===== config.mk =====
export PLATFORM = sky130hd
export DESIGN_NAME = uart_rx_channel
export DESIGN_NICKNAME = d
export VERILOG_FILES = /design/src/rtl/uart_pkg.sv /design/src/rtl/uart_rx_fsm.sv /design/src/rtl/uart_rx_channel.sv
export SDC_FILE = /design/constraint.sdc
export NUM_CORES = 1
export LEC_CHECK = 0
export BUFFER_PORTS_ARGS = -buffer_cell sky130_fd_sc_hd__buf_4
export CORE_UTILIZATION = 59
export CTS_CLUSTER_DIAMETER = 30
export DETAILED_ROUTE_END_ITERATION = 8
export PLACE_DENSITY = 0.78
export SLEW_MARGIN = 15
export SYNTH_ARGS = -nofsm -noshare
export SYNTH_HDL_FRONTEND = slang
export SYNTH_SLANG_ARGS = --single-unit

===== constraint.sdc =====
create_clock -name clk -period 3.4 [get_ports clk]
set_input_delay 1.02 -clock clk [delete_from_list [all_inputs] [get_ports clk]]
set_output_delay 1.02 -clock clk [all_outputs]
set_load 0.03 [all_outputs]

===== src/rtl/uart_pkg.sv =====
// Constants and state encoding shared by the UART receive and transmit halves.
package uart_pkg;

  localparam int N_BIT      = 8;
  localparam int OVERSAMPLE = 16;
  localparam int START_MID  = 7;

  typedef enum logic [1:0] {
    IDLE  = 2'd0,
    START = 2'd1,
    DATA  = 2'd2,
    STOP  = 2'd3
  } uart_state_e;

endpackage


===== src/rtl/uart_rx_fsm.sv =====
// Serial-line synchroniser and 8N1 deframer running on the 16x oversampling tick.
module uart_rx_fsm
  import uart_pkg::*;
#(
  parameter int N_BIT   = 8,
  parameter int SB_TICK = 16
) (
  input  logic             clk,
  input  logic             rst,
  input  logic             s_tick_i,
  input  logic             rx_i,
  output logic [N_BIT-1:0] dout_o,
  output logic             rx_done_tick_o,
  output logic             frame_err_o
);

  localparam int SW = (SB_TICK > OVERSAMPLE) ? $clog2(SB_TICK) : $clog2(OVERSAMPLE);
  localparam int NW = (N_BIT > 1) ? $clog2(N_BIT) : 1;
  localparam logic [SW-1:0] S_MID       = SW'(START_MID);
  localparam logic [SW-1:0] S_LAST_DATA = SW'(OVERSAMPLE - 1);
  localparam logic [SW-1:0] S_LAST_STOP = SW'(SB_TICK - 1);
  localparam logic [NW-1:0] N_LAST      = NW'(N_BIT - 1);

  uart_state_e      state_q;
  logic             sync1_q;
  logic             sync2_q;
  logic [SW-1:0]    s_q;
  logic [NW-1:0]    n_q;
  logic [N_BIT-1:0] shreg_q;
  logic             done_q;
  logic             ferr_q;

  // Synchroniser, deframing state machine and registered done/error pulses.
  always_ff @(posedge clk) begin
    if (rst) begin
      sync1_q <= 1'b1;
      sync2_q <= 1'b1;
      state_q <= IDLE;
      s_q     <= '0;
      n_q     <= '0;
      shreg_q <= '0;
      done_q  <= 1'b0;
      ferr_q  <= 1'b0;
    end else begin
      sync1_q <= rx_i;
      sync2_q <= sync1_q;
      done_q  <= 1'b0;
      ferr_q  <= 1'b0;
      case (state_q)
        IDLE: begin
          if (!sync2_q) begin
            s_q     <= '0;
            state_q <= START;
          end
        end
        START: begin
          if (s_tick_i) begin
            if (s_q == S_MID) begin
              // A high line at mid start bit was only a glitch.
              if (!sync2_q) begin
                s_q     <= '0;
                n_q     <= '0;
                state_q <= DATA;
              end else begin
                state_q <= IDLE;
              end
            end else begin
              s_q <= s_q + 1'b1;
            end
          end
        end
        DATA: begin
          if (s_tick_i) begin
            if (s_q == S_LAST_DATA) begin
              s_q     <= '0;
              shreg_q <= {sync2_q, shreg_q[N_BIT-1:1]};
              if (n_q == N_LAST) begin
                state_q <= STOP;
              end else begin
                n_q <= n_q + 1'b1;
              end
            end else begin
              s_q <= s_q + 1'b1;
            end
          end
        end
        STOP: begin
          if (s_tick_i) begin
            if (s_q == S_LAST_STOP) begin
              state_q <= IDLE;
              if (sync2_q) begin
                done_q <= 1'b1;
              end else begin
                ferr_q <= 1'b1;
              end
            end else begin
              s_q <= s_q + 1'b1;
            end
          end
        end
        default: state_q <= IDLE;
      endcase
    end
  end

  assign dout_o         = shreg_q;
  assign rx_done_tick_o = done_q;
  assign frame_err_o    = ferr_q;

endmodule


===== src/rtl/uart_rx_channel.sv =====
// UART receive channel: deframer feeding a first-word-fall-through FIFO with
// framing-error and overrun pulses.
module uart_rx_channel
  import uart_pkg::*;
#(
  parameter int N_BIT   = 8,
  parameter int SB_TICK = 16,
  parameter int ADDR_W  = 2
) (
  input  logic             clk,
  input  logic             rst,
  input  logic             S_tick,
  input  logic             rx,
  input  logic             rx_rd_en,
  output logic [N_BIT-1:0] rx_rd_data,
  output logic             rx_empty,
  output logic             rx_full,
  output logic             frame_err,
  output logic             overrun_err
);

  localparam int DEPTH = 1 << ADDR_W;
  localparam logic [ADDR_W:0] FULL_CNT = {1'b1, {ADDR_W{1'b0}}};

  logic [N_BIT-1:0]  dout_s;
  logic              rx_done_s;
  logic              push_s;
  logic              pop_s;
  logic              overrun_d;
  logic [ADDR_W:0]   count_d;
  logic              empty_d;
  logic              full_d;

  logic [N_BIT-1:0]  mem_q [DEPTH];
  logic [ADDR_W-1:0] wr_ptr_q;
  logic [ADDR_W-1:0] rd_ptr_q;
  logic [ADDR_W:0]   count_q;
  logic              empty_q;
  logic              full_q;
  logic              overrun_q;

  uart_rx_fsm #(
    .N_BIT  (N_BIT),
    .SB_TICK(SB_TICK)
  ) u_fsm (
    .clk           (clk),
    .rst           (rst),
    .s_tick_i      (S_tick),
    .rx_i          (rx),
    .dout_o        (dout_s),
    .rx_done_tick_o(rx_done_s),
    .frame_err_o   (frame_err)
  );

  // Push/pop arbitration: a full FIFO still accepts a byte when the same clk pops.
  always_comb begin
    pop_s     = rx_rd_en && !empty_q;
    push_s    = rx_done_s && (!full_q || rx_rd_en);
    overrun_d = rx_done_s && full_q && !rx_rd_en;
    case ({push_s, pop_s})
      2'b10:   count_d = count_q + 1'b1;
      2'b01:   count_d = count_q - 1'b1;
      default: count_d = count_q;
    endcase
    empty_d = (count_d == '0);
    full_d  = (count_d == FULL_CNT);
  end

  // FIFO pointers, occupancy flags and overrun pulse.
  always_ff @(posedge clk) begin
    if (rst) begin
      wr_ptr_q  <= '0;
      rd_ptr_q  <= '0;
      count_q   <= '0;
      empty_q   <= 1'b1;
      full_q    <= 1'b0;
      overrun_q <= 1'b0;
    end else begin
      if (push_s) begin
        wr_ptr_q <= wr_ptr_q + 1'b1;
      end
      if (pop_s) begin
        rd_ptr_q <= rd_ptr_q + 1'b1;
      end
      count_q   <= count_d;
      empty_q   <= empty_d;
      full_q    <= full_d;
      overrun_q <= overrun_d;
    end
  end

  // Storage array; contents are don't-care until written.
  always_ff @(posedge clk) begin
    if (push_s) begin
      mem_q[wr_ptr_q] <= dout_s;
    end
  end

  assign rx_rd_data  = mem_q[rd_ptr_q];
  assign rx_empty    = empty_q;
  assign rx_full     = full_q;
  assign overrun_err = overrun_q;

endmodule


[Word level (Yosys, flattened, before mapping)]
Memories as Yosys holds them, arrays and structs flattened. A register that Yosys moved wholly into a read port is not among the register bits.
Index checks and enable logic that the tools add are counted.
Storage, ports and cells
  register bits: 31
  bits in latches: 0
  bits in writable memories: 32
  ROM bits: 0
  memories: 1
Memory list
  mem_q: depth 4, bits a word 8, read ports 1, clocked after memory_dff 1, write ports 1, RTL line uart_rx_channel.sv:34  | logic [N_BIT-1:0] mem_q [DEPTH];
Operators by class
  add/sub/neg operators: 6
  multiply operators: 0
  div/mod/pow operators: 0
  magnitude comparators: 0
  equality and inequality tests: 20
  shift-type cells: 0
  muxes and demuxes: 32
  bitwise gates (word level): 3
  reduce and logical (&&, ||, !) cells: 16
Operator list (number)
  $mux 4: 7
  $mux 2: 11
  $mux 3: 6
  $pmux 4 s4: 1
  $ne 2x2->1 const B: 7
  $pmux 3 s2: 2
  $ne 2x1->1 const B: 4
  $pmux 2 s4: 1
  $reduce_and 8->1: 1
  $reduce_and 7->1: 1
  $add 3x1->3 const B: 2
  $eq 2x2->1 const B: 3
  $eq 3x3->1 const B: 2
  $add 2x1->2 const B: 2
  $add 4x1->4 const B: 1
  $eq 2x1->1 const B: 2
  $eq 4x3->1 const B: 1
  $eq 4x4->1 const B: 1
  $logic_and 1x1->1: 4
  $mux 1: 4
  $reduce_and 4->1: 1
  $reduce_or 4->1: 1
  $logic_not 1->1: 3
  $logic_not 3->1: 1
  other kinds (6): 8

[Longest topological paths before layout]
  depth after elaboration: 6
  mapped depth: 9

[Cells and area by module]
From an unflattened synthesis, not the netlist that was laid out.
Second synthesis, totals
  cell total of the unflattened synthesis: 209
  area, all modules: 2771.4 µm²
Modules (own cells, without submodules)
  uart_rx_channel: times used 1, cells an instance 102, area each 1726.7 µm², seq. area each 1201.2 µm²
  uart_rx_fsm: times used 1, cells an instance 107, area each 1044.8 µm², seq. area each 420.4 µm²

[Worst setup path after synthesis]
Ideal clock, no wire load.
  kind: input to register
  start: in rx_rd_en
  end: reg full_q (netlist: rx_full)
  setup time: 0.065 ns
  arrival time: 2.739 ns
  required time: 3.335 ns
  setup slack: 0.595 ns
  stages on the path: 9
  path buffers: 0
  cell sequence: nand2b_1 and2_1 inv_1 ha_1 fa_1 xnor2_1 or3_1 a21oi_1 nor2b_1
On the way
  longest elaborated chain between the ends: 5
  elaborated cells on any way between the ends: 7
  those cells by class: eq/ne: 3; mux: 1; reduce/logical: 3
RTL lines
  start: declaration: RTL line uart_rx_channel.sv:14  | input logic rx_rd_en,
  $logic_or 1x1->1: RTL line uart_rx_channel.sv:58  | push_s = rx_done_s && (!full_q || rx_rd_en);
  $logic_and 1x1->1: RTL line uart_rx_channel.sv:58
  $eq 2x1->1 or $eq 2x2->1 (tied branches): RTL line uart_rx_channel.sv:60  | case ({push_s, pop_s})
  $pmux 3 s2 *: RTL line uart_rx_channel.sv:60
  $eq 3x3->1 *: RTL line uart_rx_channel.sv:66  | full_d = (count_d == FULL_CNT);
  end signal: assignment: RTL line uart_rx_channel.sv:87  | full_q <= full_d;
  end: declaration: RTL line uart_rx_channel.sv:39  | logic full_q;
Every way passes the cells marked *; elsewhere a longest branch is shown, timed or not.
A chain may end at the register's enable or synchronous reset.

==> flow_metrics.py <==
metrics = {
    "status": {
        "status": "finished, final reports clean",
    },
    "final_layout": {
        "syn_to_final_growth_pct": 12.9,
        "utilization_pct": 72.0,
        "nets": 229,
        "final_cell_mix": "dfxtp_1, edfxtp_1, nor2_1",
        "drive_above_1_share_pct": 20.5,
        "layout_commonest_cell": "dfxtp_1",
        "diodes": 0,
    },
    "pwr": {
        "power_density_nw_per_um2": 498,
        "max-vdd-ir-drop_mv": 0.295,
        "finalPower_w": 0.00149,
        "p_switching_w": 0.000302,
        "p_sw_share_pct": 20.4,
        "p_seq_share_pct": 55.2,
        "p_leak_nw": 1.16,
        "pwr-share-clk_pct": 43.5,
        "internal-power_w": 0.00118,
        "pwr-share-comb_pct": 1.3,
    },
    "timing": {
        "fin_crit_sh_pct": 81.6,
        "rsz0062_at_grt": "no",
        "min_period_ns": 2.77,
        "slew_viol_final": 0,
        "relSlewSlack_pct": 65.0,
        "setup_viol": 0,
        "tightestPinTransition_ns": 0.525,
        "holdWs_ns": 0.422,
        "max_freq_mhz": 360,
        "hold_violations": 0,
        "worst_slack_ns": 0.625,
        "fin_skew_ns": 0.00549,
        "fin_setup_tns_ns": 0,
    },
    "worst_setup_path": {
        "path_class": "reg2out",
        "critPathMaxStageDelay_ns": 0.65,
        "crit_buf_inv": 1,
        "path_cells": "mux4_2 > buf_4",
        "worstSetupEndpointType": "primary output",
        "crit_arrival_ns": 1.75,
        "rr_worst_depth": 9,
        "path_depth": 2,
        "startpoint_type": "flip-flop",
        "cpMaxStageDelayCell": "dfxtp_1",
        "required_ns": 2.38,
        "critPathMaxFanout": 8,
        "cp_top_family": "flip-flops",
    },
    "die": {
        "die_x_um": 69.0,
        "die_h_um": 69.0,
        "rows": 23,
        "initial_core_util_pct": 63.8,
        "core_area_um2": 4140,
        "dieArea_um2": 4750,
        "io_pins": 17,
    },
    "global_route": {
        "antenna_found_initial": 0,
        "grt_pass1_vias": 1446,
        "grt_pass1_wl_mm": 6.70,
        "grt_overflow": 0,
        "grt_use_total_pct": 20.5,
        "grt_max_degree": 30,
    },
    "clock_network": {
        "cts_made_buffers": 9,
        "root_buffer": "clkbuf_8",
        "ctsResizeCount": 0,
        "ctsHtreeMaxLevel": 3,
        "clock-sinks": 65,
        "worst_skew_pair.late_latency_ns": 0.33,
        "cts_tree": "yes",
        "cts_hold_buf": 0,
        "cts.clk_slew.worst_paths_ns": 0.07,
        "clk_path_buf_depth": 2,
        "cts_setup_buffers": 0,
    },
    "worst_hold_path": {
        "hold_path_depth": 1,
        "hold_path.class": "reg2reg",
    },
    "detailed_routing": {
        "drt_wl_total_mm": 4.17,
        "vias": 1557,
        "drc": 0,
        "drt-initial-drc-count": 99,
        "first_pass_iters": 4,
        "via_per_inst": 5.77,
        "wl_per_cell_um": 15.4,
        "ant_nets": 0,
    },
    "yosys": {
        "yosysSeqAreaShare_pct": 61.3,
        "syn_area_per_cell_um2": 13.4,
        "ys.warnings.count": 0,
        "syn_area_um2": 2650,
        "ys_seq_elements": 65,
        "synth_cell_type_count": 42,
        "synth_nets": 211,
        "syn_inst": 197,
    },
    "place": {
        "post-dp-hpwl_mm": 2.84,
        "pre_cts_slack_ns": 0.341,
        "place.gp.congestion": 0.733,
        "port_buffers": 16,
    },
    "flow_run": {
        "cap_violations": 0,
    },
}
## power by group through the flow
stage                     logic (W)  clock network (W)  registers (W)
after floorplan           0.0000144                  0       0.000835
after global placement    0.0000187                  0       0.000837
after detailed placement  0.0000195                  0       0.000837
after CTS                 0.0000196           0.000661       0.000820
after global routing      0.0000216           0.000697       0.000820
final                     0.0000196           0.000647       0.000820
## layer usage
layer  vias up  track usage (%)  routed length [um]
met5         -                0                   0
li1        764                -                   -
met4         0             7.40                  10
met1       762             24.0                1720
met3         2             7.40                 180
met2        29             34.3                2250
## Yosys cell counts, drive strengths merged
| library cell | n | area, um2 |
|---|---|---|
| a21oi | 7 | 35.0 |
| a221oi | 1 | 8.76 |
| a311oi | 1 | 8.76 |
| a31oi | 2 | 12.5 |
| a41oi | 1 | 8.76 |
| and2 | 2 | 12.5 |
| and2b | 1 | 7.51 |
| and3 | 5 | 31.3 |
| and3b | 2 | 17.5 |
| and4bb | 1 | 12.5 |
| buf | 5 | 35.0 |
| clkbuf | 5 | 18.8 |
| dfxtp | 33 | 661 |
| edfxtp | 32 | 961 |
| fa | 1 | 20.0 |
| ha | 8 | 100 |
| inv | 4 | 15.0 |
| mux2i | 12 | 120 |
| mux4 | 8 | 180 |
| nand2 | 9 | 33.8 |
| nand2b | 1 | 6.26 |
| nand3 | 4 | 20.0 |
| nor2 | 20 | 75.1 |
| nor2b | 4 | 25.0 |
| nor3b | 3 | 22.5 |
| nor4 | 1 | 6.26 |
| nor4b | 2 | 32.5 |
| o21a | 1 | 7.51 |
| o21ai | 8 | 43.8 |
| o21bai | 1 | 7.51 |
| o311ai | 1 | 8.76 |
| o32ai | 1 | 8.76 |
| or2 | 2 | 12.5 |
| or3 | 1 | 6.26 |
| or4b | 1 | 10.0 |
| xnor2 | 4 | 35.0 |
| xor2 | 2 | 17.5 |
## through the flow
stage	area [um2]	instances
6_report	2990	270
5_1_grt	2990	270
2_1_floorplan	2650	197
3_3_place_gp	2780	254
3_5_place_dp	2780	254
4_1_cts	2990	270
## final cells by class
class | count | area [um2]
Timing Repair Buffer | 17 | 128
Tap cell | 50 | 62.6
Clock inverter | 6 | 66.3
Multi-Input combinational cell | 118 | 955
Sequential cell | 65 | 1620
Inverter | 4 | 15.0
Clock buffer | 10 | 138
Fill cell | 278 | 1160
## final timing paths
| kind | startpoint | to | slack (ns) |
|---|---|---|---|
| worst max-delay path | flip-flop | rx_rd_data[7] | 0.63 |
| worst min-delay path | u_fsm.sync1_q | u_fsm.sync2_q | 0.42 |
| worst max register to register | rx_full | rx_full | 1.16 |
| worst min register to register | u_fsm.sync1_q | u_fsm.sync2_q | 0.42 |
## sequential cells by signal, indices dropped and copies added (netlist names), named ones only
signal,flops
mem_q,32
u_fsm.dout_o,8
u_fsm.s_q,4
count_q,3
u_fsm.n_q,3
rd_ptr_q,2
wr_ptr_q,2
overrun_err,1
rx_empty,1
rx_full,1
u_fsm.frame_err_o,1
u_fsm.rx_done_tick_o,1
u_fsm.state_q,1
u_fsm.sync1_q,1
u_fsm.sync2_q,1
## cells by family after synthesis
kind of cell             Yosys count  share of synthesized area (%)
AO/OA/AOI/OAI                     24                           5.68
XOR/XNOR                           6                           1.99
adder cells (fa/ha/maj)            9                           4.54
buffers and inverters             14                           2.60
flip-flops                        65                           61.3
multiplexers                      20                           11.4
AND/OR/NAND/NOR                   59                           12.5
Power figures use the tool's default switching activity.
